[config.mk]
export PLATFORM = sky130hd
export DESIGN_NAME = inst_fetch_queue
export DESIGN_NICKNAME = d
export VERILOG_FILES = /design/src/rtl/inst_fetch_queue.sv
export SDC_FILE = /design/constraint.sdc
export NUM_CORES = 1
export LEC_CHECK = 0
export ABC_AREA = 1
export CAP_MARGIN = 25
export CORE_UTILIZATION = 55
export CTS_CLUSTER_SIZE = 20
export DETAILED_ROUTE_END_ITERATION = 8
export GPL_ROUTABILITY_DRIVEN = 0
export PLACE_DENSITY = 0.84
export SYNTH_ARGS = -nofsm -noshare
export SYNTH_HDL_FRONTEND = slang
export SYNTH_SLANG_ARGS = --single-unit
[constraint.sdc]
create_clock -name clk -period 5.1 [get_ports clk]
set_input_delay 1.02 -clock clk [delete_from_list [all_inputs] [get_ports clk]]
set_output_delay 1.02 -clock clk [all_outputs]
set_load 0.05 [all_outputs]
[src/rtl/inst_fetch_queue.sv]
// Instruction fetch stage: owns fetch_pc and issues sequential fetches to a memory with a 1-cycle read latency.
// It queues the returned {pc, inst} pairs for decode. Optional macro IFQ_ALIGN_CHECK_EN adds redirect alignment checking.
module inst_fetch_queue #(
  parameter int               WIDTH    = 32,
  parameter int               DEPTH    = 4,
  parameter logic [WIDTH-1:0] RESET_PC = '0
) (
  input  logic                     clk,
  input  logic                     rst,
  input  logic                     redirect,
  input  logic [WIDTH-1:0]         redirect_pc,
  output logic                     imem_req,
  output logic [WIDTH-1:0]         imem_addr,
  input  logic [WIDTH-1:0]         imem_rdata,
  output logic                     dec_valid,
  output logic [WIDTH-1:0]         dec_inst,
  output logic [WIDTH-1:0]         dec_pc,
  input  logic                     dec_ready,
`ifdef IFQ_ALIGN_CHECK_EN
  output logic                     fetch_misalign,
`endif
  output logic [$clog2(DEPTH):0]   count
);

  localparam int PW = $clog2(DEPTH);
  localparam int CW = PW + 1;
  localparam logic [CW-1:0] DEPTH_C = CW'(DEPTH);

  logic [WIDTH-1:0] fetch_pc;
  logic [WIDTH-1:0] tag;
  logic             inflight;
  logic [WIDTH-1:0] inst_mem [DEPTH];
  logic [WIDTH-1:0] pc_mem   [DEPTH];
  logic [PW-1:0]    rd_ptr;
  logic [PW-1:0]    wr_ptr;
  logic             push;
  logic             pop;
  logic [WIDTH-1:0] redirect_target;

  // Decode handshake: a transfer happens on a rising edge where dec_valid and dec_ready
  // are both high; dec_valid never depends on dec_ready and the head is stable while stalled.
  assign dec_valid = (count != '0);
  assign pop       = dec_valid & dec_ready;
  assign push      = inflight & ~redirect;
  assign dec_inst  = inst_mem[rd_ptr];
  assign dec_pc    = pc_mem[rd_ptr];
  assign imem_addr = fetch_pc;

  // Credit check counts the outstanding response but not a same-cycle pop.
  assign imem_req  = rst & ~redirect & ((count + CW'(inflight)) < DEPTH_C);

`ifdef IFQ_ALIGN_CHECK_EN
  assign redirect_target = {redirect_pc[WIDTH-1:2], 2'b00};
`else
  assign redirect_target = redirect_pc;
`endif

  always_ff @(posedge clk) begin
    if (!rst) begin
      fetch_pc <= RESET_PC;
      tag      <= RESET_PC;
      inflight <= 1'b0;
      rd_ptr   <= '0;
      wr_ptr   <= '0;
      count    <= '0;
    end else if (redirect) begin
      fetch_pc <= redirect_target;
      inflight <= 1'b0;
      rd_ptr   <= '0;
      wr_ptr   <= '0;
      count    <= '0;
    end else begin
      if (imem_req) begin
        inflight <= 1'b1;
        tag      <= fetch_pc;
        fetch_pc <= fetch_pc + WIDTH'(4);
      end else if (push) begin
        inflight <= 1'b0;
      end
      if (push) wr_ptr <= wr_ptr + PW'(1);
      if (pop)  rd_ptr <= rd_ptr + PW'(1);
      count <= count + CW'(push) - CW'(pop);
    end
  end

  always_ff @(posedge clk) begin
    if (rst && push) begin
      inst_mem[wr_ptr] <= imem_rdata;
      pc_mem[wr_ptr]   <= tag;
    end
  end

`ifdef IFQ_ALIGN_CHECK_EN
  // Sticky until the next redirect, which re-evaluates it.
  always_ff @(posedge clk) begin
    if (!rst)          fetch_misalign <= 1'b0;
    else if (redirect) fetch_misalign <= |redirect_pc[1:0];
  end
`endif

endmodule

Yosys cells after proc, flatten, opt, wreduce, memory -nomap -nowiden
Memory sizes are Yosys's and may differ from the RTL's. A register that Yosys moved wholly into a read port is not among the register bits.
Cells that the tools add are included.
W data, S select, Z words.
{ "op_classes": {"mux": 10, "bitwise": 6, "n_lt_le_gt_ge": 1, "addsub": 6, "reduce_logical": 6} }
{ "op_table": {"columns": ["cell", "n"], "rows": [
  ["$mux W32", 2],
  ["$add A32 B3 Y32 const B", 1],
  ["$mux W2", 4],
  ["$add A3 B1 Y3", 2],
  ["$add A2 B1 Y2 const B", 2],
  ["$and A1 B1 Y1", 4],
  ["$mux W1", 4],
  ["$reduce_bool A2 Y1", 2],
  ["$lt A3 B3 Y1 const B", 1],
  ["$reduce_bool A3 Y1", 1],
  ["$sub A3 B1 Y3", 1],
  ["$not A1 Y1", 2],
  ["$reduce_and A2 Y1", 1],
  ["$reduce_or A2 Y1", 1],
  ["$logic_and A1 B1 Y1", 1]
]} }
{ "word_totals": {"elab_cells": 37, "input_bits": 68, "output_inout_bits": 101, "reg_bits": 72, "ramBits": 256, "memories": 2} }
{ "memory_table": {"columns": ["name", "words", "width", "read_ports", "rd_ports_with_merged_regs", "write_ports", "line", "source"], "rows": [
  ["inst_mem", 4, 32, 1, 1, 1, "32", "logic [WIDTH-1:0] inst_mem [DEPTH];"],
  ["pc_mem", 4, 32, 1, 1, 1, "33", "logic [WIDTH-1:0] pc_mem [DEPTH];"]
]} }

Longest topological paths before layout
{ "depth": {"depth_word": 5, "depth_mapped": 11, "depth_no_buf": 11} }

Worst setup path after synthesis
OpenSTA, ideal clock, no wires.
{ "synth_timing": {"kind": "input to register", "start": "input port redirect", "end": "memory inst_mem[0][0], enable pin", "setup_ns": 0.486, "t_required_ns": 4.614, "n_path_buf": 1, "slack_ns": 0.477, "t_arrival_ns": 4.137, "path_stages": 4, "path_cell_list": "buf_2 -> nor2_4 -> nand2_1 -> nor2_1"} }
{ "synth_via": {"elab_chain_cells": 5} }
{ "synth_lines": {"columns": ["item", "line", "source"], "rows": [
  ["start: declaration", "10", "input logic redirect,"],
  ["$not A1 Y1 (no line)", null, null],
  ["$and A1 B1 Y1", "44", "assign push = inflight & ~redirect;"],
  ["$logic_and A1 B1 Y1", "87", "if (rst && push) begin"],
  ["$mux W1", "87", null],
  ["$mux W1 (implied by the code)", "88", "inst_mem[wr_ptr] <= imem_rdata;"],
  ["end: declaration", "32", null]
]} }
Every way passes these cells.

==> impl_summary.log <==
[metrics] number of inserted filler cells in the final layout: 1661
[metrics] CP Data Arrival Time: 3600 ps
[metrics] Fin Setup TNS: 0 ps
[metrics] detailed router's first-iteration violation count: 829
[metrics] measured slew at the worst slew-check pin: 1050 ps
[metrics] FP Rows: 56
[metrics] detailed-router iteration count before antenna repair: 7
[metrics] final clock skew: between 20 and 30 ps
[metrics] Final Max Slew Viols: 0
[metrics] antenna violations before repair: 0
[metrics] number of CTS-inserted buffers: 31
[metrics] total of flip-flops plus latches after synthesis: 330
[metrics] total global routing overflow: 0
[metrics] cell count after synthesis: 1205
[metrics] cell type with the largest total area after synthesis: edfxtp_1
[metrics] quantity of gates resized following cts: 0
[metrics] leakage: 5.84 nW
[metrics] Floorplan Core Area: ~0.023 mm2
[metrics] post-route DRC violation count: 0
[metrics] overall via count from detail_route: 9468
[metrics] critical path data required time: 4080 ps
[metrics] wire length of the first global-routing pass: 45600 um
[metrics] clk sink count: 330
[metrics] Area growth syn-to-layout: 24.0%
[metrics] CTS H-Tree Depth: 1
[metrics] final worst path period share: 0.906
[metrics] Max Buffers Root-to-Sink: 3
[metrics] largest net degree at the start of global routing: about 110
[metrics] buffer and inverter count on the worst path: 3
[metrics] mean routed wirelength per cell: between 15 and 20 um
[metrics] fraction of final layout cells sized beyond drive strength 1: 0.0651
[metrics] Hold Vio Cnt, Final: 0
[metrics] number of max-capacitance violations reported: 0
[metrics] setup repair after global routing missed its margin: no
[metrics] synthesized area per cell: 10.9 um2
[metrics] total setup violations reported at the end of the flow: 0
[metrics] most common library cell in the layout ignoring fill and taps: edfxtp_1
[metrics] effective utilization at floorplan: 0.562
[metrics] total of buffers placed on input and output ports: 168
[metrics] total number of yosys warnings: 0
[metrics] sequential fraction of the synthesis area: 0.695
[metrics] post-CTS setup buffers: 0
[metrics] Power Density: 363 mW/mm2
[metrics] maximum clock frequency: 216 MHz
[metrics] critical path, cell by cell: clkinv_2, buf_4, o21ai_0, o22ai_1, clkdlybuf4s50_1
[metrics] total wirelength of the detailed-routed design: 29700 um
[metrics] die boundary height: 157 um
[metrics] insertion delay of the later-clocked pin in the worst-skew pair: 560 ps
[metrics] CTS Root Buffer Type: clkbuf_16
[metrics] Crit path max-delay family: buffers and inverters
[metrics] number of antenna cells inserted: 0
[metrics] minimum clock period: 4620 ps
[metrics] total routing usage reported by global routing: 0.239
[metrics] Area contributors post-synth: edfxtp_1 (58%), dfxtp_1 (11%), o21ai_0 (5.9%), nor2_1 (5.4%), nand2_1 (5.1%)
[metrics] number of hold buffers added after CTS: 0
[metrics] most used cells in the layout excluding fill and tap cells: edfxtp_1 (256), nor2_1 (186), nand2_1 (178)
[metrics] via count of the first global-routing pass: between 8000 and 9000
[metrics] Core Util, Final: 0.697
[metrics] post-synthesis cell type count: 35
[metrics] outcome: finished, final reports clean
[metrics] Post-Place Cells: ~1600
[metrics] Hold/Removal Path Class: flip-flop to flip-flop
[metrics] net count of the finished layout: around 1400
[metrics] non-filler cells in the finished layout: 1701
[metrics] Critical Path Slowest Stage Cell: clkdlybuf4s50_1
[metrics] area share of the largest cell type after synthesis: 0.583
[metrics] half-perimeter wire length after placement: 17200 um
[metrics] total nets after synthesis: 1281
[metrics] detailed-route vias per instance: 5.57
[metrics] Top-Level Pins: 169
[metrics] category of the worst setup path capture point: output port
[metrics] die footprint: 0.0246 mm2
[metrics] antenna violation net count after detailed routing: 0
[metrics] clock transition at the registers of the reported paths: 60 ps
[metrics] overall power consumption: around 5.9 mW
[metrics] floorplan die width: 157 um
[metrics] Worst VDD drop: 247 uV
[metrics] tightest slew margin relative to the limit: 0.303
[metrics] largest driver fanout on the critical path: 108
[metrics] total standard cell area after synthesis: 0.0132 mm2
[metrics] path type of the worst setup path: flip-flop to output port
[metrics] delay contributed by the slowest stage of the critical path: 870 ps
[metrics] clock tree from TritonCTS: done
[metrics] crit start category: flip-flop
==> cells in the mapped netlist, drive strengths merged <==
cell type	instances
nand3b	1
clkinv	1
buf	17
nor3b	1
edfxtp	256
a21oi	55
nand3	53
or2	2
a22oi	2
ha	7
nor2	195
dfxtp	74
inv	74
and2	1
clkbuf	46
nand4	2
o22ai	64
xnor2	6
nand2	180
fa	1
nor3	2
a31oi	2
o21a	2
o21ai	158
xor2	2
o21bai	1
==> stage by stage <==
| stage | hold WS (ps) | worst slack (ps) | cell area [um2] |
|---|---|---|---|
| finish | 473 | 479 | 16400 |
| global route | 508 | 285 | 16400 |
| CTS | 473 | 479 | 16300 |
| detailed placement | 460 | 1070 | 15200 |
| global placement | 446 | 1230 | 15200 |
| floorplan | 436 | 477 | 13200 |
==> layout make-up <==
cell class / instances / area [um2] / area share
inverters: 75 / 283 / 0.0173
well taps: 319 / 399 / 0.0244
clock inverters: 21 / 324 / 0.0198
repair buffers: 182 / 1860 / 0.114
flip-flops and latches: 330 / 9170 / 0.561
clock buffers: 37 / 828 / 0.0506
multi-input cells: 737 / 3490 / 0.213
==> path summary, 6_finish.rpt <==
check / slack (ps) / cells past startpoint / to / startpoint
max: 480 / 5 / dec_pc[15] / flip-flop
min: 470 / 2 / flip-flop / rd_ptr[1]
max reg2reg: 2970 / 11 / count[2] / count[1]
min reg2reg: 470 / 2 / flip-flop / rd_ptr[1]
==> power breakdown <==
part / switching (mW) / internal, mW
clock: 0.971 / 1.57
sequential: 0.0521 / 2.93
combinational: 0.263 / 0.151
==> registers in the layout (all words and copies together) (netlist names), named ones only <==
register	flops
inflight	1
imem_addr	32
pc_mem	128
wr_ptr	2
rd_ptr	2
tag	32
inst_mem	128
count	3
==> routing by layer <==
layer / vias up / routed length, um / GRT usage
li1: 4513 / - / -
met1: 4505 / 12700 / 0.329
met2: 405 / 14100 / 0.393
met3: 45 / 2350 / 0.0338
met4: 0 / 529 / 0.0738
met5: - / 0 / 0
==> worst reg2reg max path, cell delays in order (launching register included) <==
cell and delay (ps):
dfxtp_1 450, inv_1 90, nand2_1 90, nand2_1 50, inv_1 140, ha_1 250
inv_1 50, ha_1 130, inv_1 50, fa_1 370, or2_2 300, a21oi_1 110
==> cells by family after synthesis <==
logic type               after synthesis  share of synthesized area
AND/OR/NAND/NOR                      437                      0.134
flip-flops                           330                      0.695
AO/OA/AOI/OAI                        284                      0.115
buffers and inverters                138                     0.0423
XOR/XNOR                               8                    0.00531
adder cells (fa/ha/maj)                8                    0.00816
Power figures use the tool's default switching activity.
